[config.mk]
export PLATFORM = sky130hd
export DESIGN_NAME = move_collector
export DESIGN_NICKNAME = d
export VERILOG_FILES = /design/src/rtl/chess_pkg.sv /design/src/rtl/move_collector_slot_picker.sv /design/src/rtl/move_collector.sv
export SDC_FILE = /design/constraint.sdc
export NUM_CORES = 1
export LEC_CHECK = 0
export ABC_CLOCK_PERIOD_IN_PS = 7000
export CAP_MARGIN = 20
export CORE_AREA = 5 5 520 522
export CTS_CLUSTER_SIZE = 8
export DETAILED_ROUTE_END_ITERATION = 10
export DIE_AREA = 0 0 525 527
export GPL_ROUTABILITY_DRIVEN = 0
export MAX_ROUTING_LAYER = met4
export PLACE_DENSITY = 0.38
export SLEW_MARGIN = 20
export SYNTH_ARGS = -nofsm -noshare
export SYNTH_HDL_FRONTEND = slang
export SYNTH_SLANG_ARGS = --single-unit
[constraint.sdc]
create_clock -name clk -period 7 [get_ports clk]
set_clock_uncertainty 0.2 [all_clocks]
set_input_delay 0.7 -clock clk [delete_from_list [all_inputs] [get_ports clk]]
set_output_delay 0.7 -clock clk [all_outputs]
set_load 0.02 [all_outputs]
[src/rtl/chess_pkg.sv]
// Shared definitions for the move generator: piece codes, move-word geometry
// and the drain-stage state encoding.
package chess_pkg;

    localparam logic [2:0] EMPTY  = 3'd0;
    localparam logic [2:0] PAWN   = 3'd1;
    localparam logic [2:0] KNIGHT = 3'd2;
    localparam logic [2:0] BISHOP = 3'd3;
    localparam logic [2:0] ROOK   = 3'd4;
    localparam logic [2:0] QUEEN  = 3'd5;
    localparam logic [2:0] KING   = 3'd6;

    localparam logic WHITE = 1'b0;
    localparam logic BLACK = 1'b1;

    localparam int MOVW  = 19;
    localparam int NMOV  = 8;
    localparam int WORDW = 160;

    localparam logic [MOVW-1:0] PVOID = '0;

    typedef enum logic [2:0] {
        ST_IDLE,
        ST_WAIT,
        ST_SCAN,
        ST_LOAD,
        ST_EMIT,
        ST_FIN
    } coll_state_t;

    // LSB of slot k; slot 0 sits just below the 8 reserved top bits.
    function automatic int slot_lo(input int k);
        return WORDW - 8 - MOVW * (k + 1);
    endfunction

endpackage

[src/rtl/move_collector_slot_picker.sv]
// Lowest-set-bit finder over the per-word valid-slot mask.
module move_slot_picker #(
    parameter int NMOV = 8,
    parameter int IDXW = 3
) (
    input  logic [NMOV-1:0] i_mask,
    output logic            o_any,
    output logic [IDXW-1:0] o_idx
);

    always_comb begin
        o_any = |i_mask;
        o_idx = '0;
        for (int k = NMOV - 1; k >= 0; k--) begin
            if (i_mask[k]) begin
                o_idx = k[IDXW-1:0];
            end
        end
    end

endmodule

[src/rtl/move_collector.sv]
// Drains the column move FIFOs A..H after all columns finish, unpacks the
// non-void move slots and streams them one per cycle over valid/ready.
module move_collector
    import chess_pkg::*;
#(
    parameter int NCOL  = 8,
    parameter int NMOV  = 8,
    parameter int MOVW  = 19,
    parameter int WORDW = 160,
    parameter int CNTW  = 10
) (
    input  logic                  clk,
    input  logic                  reset_n,
    input  logic                  start,
    input  logic [NCOL-1:0]       col_done,
    input  logic [NCOL-1:0]       fifo_empty,
    input  logic [NCOL*WORDW-1:0] fifo_data,
    output logic [NCOL-1:0]       rden,
    output logic [MOVW-1:0]       mv_out,
    output logic [2:0]            mv_col,
    output logic                  mv_valid,
    input  logic                  mv_ready,
    output logic                  busy,
    output logic                  pass_done,
    output logic [CNTW-1:0]       mv_count
);

    coll_state_t      r_state;
    coll_state_t      w_next;
    logic [2:0]       r_ptr;
    logic [NMOV-1:0]  r_mask;
    logic [MOVW-1:0]  r_slot [NMOV];
    logic [NCOL-1:0]  r_rden;
    logic             r_pass_done;
    logic [CNTW-1:0]  r_cnt;

    logic [WORDW-1:0] w_word;
    logic [MOVW-1:0]  w_slot [NMOV];
    logic [NMOV-1:0]  w_ld_mask;
    logic [NMOV-1:0]  w_pick_mask;
    logic [NMOV-1:0]  w_mask_cleared;
    logic             w_any;
    logic [2:0]       w_idx;
    logic             w_hs;
    logic             w_last_col;

    always_comb begin
        w_word = '0;
        for (int i = 0; i < NCOL; i++) begin
            if (r_ptr == i[2:0]) begin
                w_word = fifo_data[i*WORDW +: WORDW];
            end
        end
    end

    always_comb begin
        for (int k = 0; k < NMOV; k++) begin
            w_slot[k]    = w_word[slot_lo(k) +: MOVW];
            w_ld_mask[k] = (w_slot[k] != PVOID);
        end
    end

    // LOAD only needs "any slot valid"; EMIT needs the index of the next slot.
    assign w_pick_mask = (r_state == ST_LOAD) ? w_ld_mask : r_mask;

    move_slot_picker #(
        .NMOV (NMOV),
        .IDXW (3)
    ) u_picker (
        .i_mask (w_pick_mask),
        .o_any  (w_any),
        .o_idx  (w_idx)
    );

    assign w_hs           = (r_state == ST_EMIT) && mv_ready;
    assign w_mask_cleared = r_mask & ~(NMOV'(1) << w_idx);
    assign w_last_col     = (r_ptr == 3'(NCOL - 1));

    always_comb begin
        w_next = r_state;
        case (r_state)
            ST_IDLE: if (start) w_next = ST_WAIT;
            ST_WAIT: if (&col_done) w_next = ST_SCAN;
            ST_SCAN: begin
                if (!fifo_empty[r_ptr]) begin
                    w_next = ST_LOAD;
                end else if (w_last_col) begin
                    w_next = ST_FIN;
                end
            end
            ST_LOAD: w_next = w_any ? ST_EMIT : ST_SCAN;
            ST_EMIT: if (w_hs && (w_mask_cleared == '0)) w_next = ST_SCAN;
            ST_FIN:  w_next = ST_IDLE;
            default: w_next = ST_IDLE;
        endcase
    end

    always_ff @(posedge clk or negedge reset_n) begin
        if (!reset_n) begin
            r_state     <= ST_IDLE;
            r_ptr       <= '0;
            r_mask      <= '0;
            r_rden      <= '0;
            r_pass_done <= 1'b0;
            r_cnt       <= '0;
        end else begin
            r_state     <= w_next;
            // LOAD is only entered from SCAN with the pointer unchanged.
            r_rden      <= (w_next == ST_LOAD) ? (NCOL'(1) << r_ptr) : '0;
            r_pass_done <= (r_state == ST_FIN);
            case (r_state)
                ST_IDLE: begin
                    if (start) begin
                        r_ptr <= '0;
                        r_cnt <= '0;
                    end
                end
                ST_SCAN: begin
                    if (fifo_empty[r_ptr] && !w_last_col) begin
                        r_ptr <= r_ptr + 3'd1;
                    end
                end
                ST_LOAD: r_mask <= w_ld_mask;
                ST_EMIT: begin
                    if (w_hs) begin
                        r_mask <= w_mask_cleared;
                        if (r_cnt != '1) begin
                            r_cnt <= r_cnt + 1'b1;
                        end
                    end
                end
                default: ;
            endcase
        end
    end

    always_ff @(posedge clk) begin
        if (r_state == ST_LOAD) begin
            for (int k = 0; k < NMOV; k++) begin
                r_slot[k] <= w_slot[k];
            end
        end
    end

    assign mv_valid  = (r_state == ST_EMIT);
    assign mv_out    = mv_valid ? r_slot[w_idx] : '0;
    assign mv_col    = mv_valid ? r_ptr : 3'd0;
    assign busy      = (r_state != ST_IDLE);
    assign rden      = r_rden;
    assign pass_done = r_pass_done;
    assign mv_count  = r_cnt;

endmodule

== Yosys cells after proc, flatten, opt, wreduce, memory -nomap -nowiden ==
Memory sizes are Yosys's and may differ from the RTL's.
Cells that the tools add are included.

* Output and inout bits: 43
* Bits in registers: 33
* Input port bits: 1300
* Word-level logic and storage cells: 96
* Memories kept: 1
* Bits in writable memories: 152

* Reductions and logical operators: 24
* Shift operators: 2
* $lt $le $gt $ge: 1
* Equality and inequality tests: 18
* Bitwise logic cells: 2
* $add $sub $neg: 2
* Muxes and demuxes: 40

{| class="wikitable"
|+ Memory list
! name !! words !! bits a word !! rd ports !! clocked after Yosys merged registers in !! wr ports !! RTL line !! source
|-
| r_slot || 8 || 19 || 1 || 0 || 8 || move_collector.sv:32 || <nowiki>logic [MOVW-1:0] r_slot [NMOV];</nowiki>
|}

{| class="wikitable"
|+ Operators by type and width
! cell !! number
|-
| $mux W152 || 8
|-
| $reduce_bool A19 Y1 || 8
|-
| $mux W3 || 17
|-
| $mux W10 || 3
|-
| $mux W8 || 3
|-
| $pmux W10 S2 || 1
|-
| $mux W19 || 1
|-
| $eq A3 B3 Y1 const B || 6
|-
| $pmux W8 S2 || 1
|-
| $shl A1 B3 Y8 const A || 2
|-
| $eq A3 B2 Y1 const B || 5
|-
| $pmux W3 S5 || 1
|-
| $add A10 B1 Y10 const B || 1
|-
| $ne A10 B10 Y1 const B || 1
|-
| $and A8 B8 Y8 || 1
|-
| $logic_not A8 Y1 || 1
|-
| $not A8 Y8 || 1
|-
| $reduce_and A8 Y1 || 1
|-
| $reduce_or A8 Y1 || 1
|-
| $eq A3 B1 Y1 const B || 2
|-
| $logic_not A3 Y1 || 2
|-
| $pmux W3 S2 || 1
|-
| $reduce_bool A2 Y1 || 3
|-
| $lt A3 B4 Y1 const B || 1
|-
| other kinds (11) || 17
|}

== Depth between registers and ports, before layout ==
* Word-level depth: 28
* Depth in mapped cells: 25
* Gate-level depth less buffers: 15

== Modules after synthesis ==
A second synthesis with hierarchy kept.

* Cell total of the unflattened synthesis: 2635
* Area, all modules: 20523.4 um^2

{| class="wikitable"
|+ Modules (own cells, without submodules)
! module !! instances !! area each (um^2) !! cells each !! seq. area each (um^2)
|-
| move_collector || 1 || 20442.1 || 2622 || 5390.2
|-
| move_slot_picker || 1 || 81.3 || 13 || 0.0
|}

== Worst setup path before layout ==
OpenSTA, ideal clock, no wires.

* Path type: register to output
* Start point: register r_state[2]
* End point: output mv_out[10]
* Buffers on the path: 4
* Data required time: 6.100 ns
* Stages on the path, launching flop included: 13
* Setup slack: -0.843 ns
* Data arrival time: 6.943 ns
* Cell sequence: dfrtp_1 -> nor2b_1 -> nand2_1 -> inv_1 -> clkbuf_1 -> a21oi_1 -> o21bai_1 -> buf_2 -> a31o_2 -> buf_2 -> buf_2 -> a221oi_1 -> o21a_1

* Word-level cells in the longest chain between the ends: 12
* Elaborated cells between the ends (all ways): 13
* Classes of those cells: eq/ne: 2; mux: 10; memory: 1

{| class="wikitable"
|+ Ends and longest elaborated chain
! what !! RTL line !! source
|-
| start, declared || move_collector.sv:28 || <nowiki>coll_state_t r_state;</nowiki>
|-
| start signal, assigned || move_collector.sv:107 || <nowiki>r_state <= w_next;</nowiki>
|-
| $eq A3 B2 Y1 || move_collector.sv:64 || <nowiki>assign w_pick_mask = (r_state == ST_LOAD) ? w_ld_mask : r_mask;</nowiki>
|-
| $mux W8 || move_collector.sv:64 ||
|-
| $mux W3 (8 in a row) || move_collector_slot_picker.sv:15 || <nowiki>if (i_mask[k]) begin</nowiki>
|-
| $mem_v2 Z8 W19 || - ||
|-
| $mux W19 (*) || move_collector.sv:146 || <nowiki>assign mv_out = mv_valid ? r_slot[w_idx] : '0;</nowiki>
|-
| end, declared || move_collector.sv:19 || <nowiki>output logic [MOVW-1:0] mv_out,</nowiki>
|}

Every way passes the cells marked *; elsewhere a longest branch is shown, timed or not.

== Worst setup path in the final report ==
* Start point: register r_ptr[1]
* End point: output mv_out[5]

* Elaborated cells between the ends (all ways): 35
* Classes of those cells: eq/ne: 7; mux: 18; reduce/logical: 9; memory: 1

{| class="wikitable"
|+ RTL lines
! what !! RTL line !! source
|-
| start, declared || move_collector.sv:30 || <nowiki>logic [2:0] r_ptr;</nowiki>
|-
| start signal, assigned || move_collector.sv:120 || <nowiki>r_ptr <= r_ptr + 3'd1;</nowiki>
|-
| $logic_not A3 Y1 || move_collector.sv:50 || <nowiki>if (r_ptr == i[2:0]) begin</nowiki>
|-
| $mux W152 (7 in a row) || move_collector.sv:50 ||
|-
| $mux W152 (*) || move_collector.sv:50 ||
|-
| net w_word[50] || move_collector.sv:37 || <nowiki>logic [WORDW-1:0] w_word;</nowiki>
|-
| $reduce_bool A19 Y1 (*) || move_collector.sv:59 || <nowiki>w_ld_mask[k] = (w_slot[k] != PVOID);</nowiki>
|-
| $mux W8 (*) || move_collector.sv:64 ||
|-
| $mux W3 (*) (6 in a row) || move_collector_slot_picker.sv:15 ||
|-
| $mem_v2 Z8 W19 (*) || - ||
|-
| $mux W19 (*) || move_collector.sv:146 ||
|}

Mark *: on every way through the listed nets, which the timed path passes. The rest lies on a longest branch.

==> impl_metrics.toml <==
[status]
status = "complete, no violations"

[critical_path]
critPathKind = "flip-flop to output port"
crit_required_ns = 6.10
crit_fanout = 25
end_kind = "output port"
startpoint_type = "flip-flop"
arrival_ns = 6.02

[synthesis]
synthArstFlopShare = 0.1784
ys_ff_latch = 185
synth-compound-area-share = 0.3803
synth_area_leaders = "edfxtp_1, o21ai_0, nand2_1, a221oi_1, a21oi_1"
syn-num-nets = 3993
synth_xor_area_frac = 0.003091
synth-seq-area-share = 0.2717
yosysMostFrequentCell = "nand2_1"
ys.warnings.count = 0
synth_top_cell_area_share = 0.2301
synth_edf_count = 152
netlist_area_um2 = 19840
synth-simple-area-share = 0.2056
synth_cell_types = 74
synth.avg_cell_area_um2 = 7.385
synthFlopType = "edfxtp_1"
synth_top_family_by_area = "compound AO/OA/AOI/OAI gates"
synth_fa_ha_area_frac = 0.004416
synth.largest_area_cell = "edfxtp_1"
syn_inst = 2686
yosys-top-cells-count = "nand2_1, o21ai_0, a21oi_1, nor2_1, edfxtp_1"
synth_mux_area_frac = 0.04384

[sta]
slew_headroom = 0.3258
rsz0062_at_grt = "false"
finalCriticalPeriod_ns = 6.923
tightestPinTransition_ns = 1.011
slew_violations = 0
hold_violations = 0
finalSetupViolations = 0
period_share = 0.9889
setup_ws_ns = 0.07737
fmax_mhz = 144.5

[die]
ios = 1343
core_um2 = 264600
die_area_um2 = 276700
die_width_um = 525
dieHeight_um = 527
num_rows = 189
start_util = 0.07496

[pwr]
p_leak_nw = 13.13
power.internal_mw = 3.060
power.share.clock = 0.209
peakVddDrop_mv = 0.1660
p_comb_frac = 0.553
p_per_area_nw_per_um2 = 137.2
swShare = 0.4363
power_frac_seq = 0.237
power_switching_mw = 2.369

[cells_and_area]
nNetsFinal = 5215
fillCellCount = 30150
stdcell_area_um2 = 39580
fin_util = 0.1496
multiInputGateArea_um2 = 13210
drive_gt1_frac = 0.1107
fin_cells = 7625
ff_latch_area_um2 = 5395
syn_to_final_growth_pct = 99.55

[place]
dpl_cell_area_um2 = 37610
dp_slack_ns = -0.2389
place_hpwl_mm = 280.2
io_buffers = 1278
dp_cells = 7392

[global_route]
grt_max_degree = 101
grt_usage = 0.2279
antenna_found_initial = 417
grt_pass1_vias = 30260
overflow = 0
grt_first_pass_wirelength_mm = 390.2

[route]
wl_met3_mm = 28.32
highest_layer = "met4"
drt_first_iter_violations = 3234
vias_per_cell = 4.059
drc_errors = 0
met1_length_mm = 144.2
post_drt_wl_per_cell_um = 42.47
via_count = 30950
wl_met2_mm = 142.9
ant_nets = 0
wl_mm = 323.9
drt_pass1_iterations = 6

[clock_network]
clkTransAtPathRegs_ns = 0.09
cts_tree = "yes"
clock-sinks = 185
htreeDepth = 4
root_buffer = "clkbuf_16"
clk_latency_ns = 0.50
clk_path_buf_depth = 2
cts_made_buffers = 17

[worst_hold_path]
hold_path_class = "primary input to async pin"

[job]
maxCapViolations = 0
[power groups by stage]
stage / Combinational, mW / Sequential [mW] / Clock, mW
after floorplan: 0.918 / 1.30 / 0
after global placement: 2.90 / 1.31 / 0
after detailed placement: 2.90 / 1.31 / 0
after CTS: 2.99 / 1.29 / 1.15
after global routing: 3.11 / 1.29 / 1.19
final: 3.00 / 1.29 / 1.14
[stage by stage]
stage          hold slack (ns)  setup TNS, ns  power (mW)
6_report                0.1579              0       5.429
5_1_grt                 0.1870              0       5.594
4_1_cts                 0.1588              0       5.425
3_5_place_dp            0.3370         -2.754       4.216
3_3_place_gp            0.3089         -1.096       4.216
2_1_floorplan           0.2044              0       2.218
[flip-flops by register name, summed over array words and instances, names as in the netlist]
| register | flops |
|---|---|
| rden | 8 |
| pass_done | 1 |
| mv_count | 10 |
| r_slot | 152 |
| r_mask | 8 |
| r_state | 3 |
| r_ptr | 3 |
[cells by family (layout without fill, tap and decap cells)]
group / Yosys count / count (layout)
adder cells (fa/ha/maj): 7 / 7
XOR/XNOR: 7 / 7
AO/OA/AOI/OAI: 1142 / 1142
buffers and inverters: 387 / 1622
other: 0 / 171
multiplexers: 82 / 82
flip-flops: 185 / 185
AND/OR/NAND/NOR: 876 / 876
[path summary, 6_finish.rpt]
kind	slack [ns]	endpoint	from	depth (start not counted)
worst max register to register	0.88	rden[1]$_DFF_PN0_	r_ptr[1]$_DFFE_PN0P_	22
worst max-delay path	0.08	mv_out[5]	r_ptr[1]$_DFFE_PN0P_	18
worst min register to register	0.34	mv_count[0]$_DFFE_PN0P_	mv_count[0]$_DFFE_PN0P_	1
min in group clk	0.34	mv_count[0]$_DFFE_PN0P_	mv_count[0]$_DFFE_PN0P_	1
worst min-delay path	0.16	mv_count[5]$_DFFE_PN0P_	reset_n	1
max in group asynchronous	5.70	r_ptr[2]$_DFFE_PN0P_	reset_n	1
[what timing repair did]
action / in CTS / in global routing
pin swaps: 3 / 2
setup endpoints to repair: 19 / 19
cloned: 2 / 2
buffers inserted: 20 / 6
gates resized for setup: 62 / 55
hold buffers: 0 / 0
[worst max-delay path, cell delays in order, from the launching register on]
cell	delay [ns]
dfrtp_1	0.49
ha_2	0.34
ha_4	0.28
a21o_4	0.38
a31oi_1	0.47
o2111ai_1	0.31
and3_1	0.42
nor4_1	0.33
nand2_1	0.18
nor4_4	0.33
buf_4	0.21
o41ai_2	0.12
o21bai_4	0.25
buf_12	0.19
mux2_2	0.35
nor2_1	0.23
a21oi_1	0.09
o21a_1	0.27
buf_4	0.21
[routing by layer]
metal	up-vias	track usage
li1	12970	-
met1	15380	0.2865
met2	2172	0.3534
met3	428	0.08213
met4	0	0.04181
met5	-	-
[final cells by class]
type | count | share of cell area
well taps | 3533 | 0.1117
multi-input cells | 2114 | 0.3337
clock inverters | 15 | 0.005658
diodes | 171 | 0.01081
flip-flops and latches | 185 | 0.1363
repair buffers | 1509 | 0.3826
inverters | 81 | 0.008503
clock buffers | 17 | 0.01075
[cells in the final DEF, fill, tap and decap left out, types with 19 or more instances in the layout]
master,instances
a21oi_1,191
a221o_1,25
a221oi_1,130
a31oi_1,99
and3_1,72
buf_12,35
buf_4,198
clkbuf_16,19
clkdlybuf4s50_1,1258
dfrtp_1,31
diode_2,171
edfxtp_1,152
inv_1,75
mux2_2,19
mux2i_1,61
nand2_1,408
nand3b_1,30
nor2_1,174
nor2b_1,33
nor4_1,23
o2111ai_1,74
o211ai_1,84
o21ai_0,302
o21ai_1,20
o22ai_1,45
or3_1,42
Power figures use the tool's default switching activity.
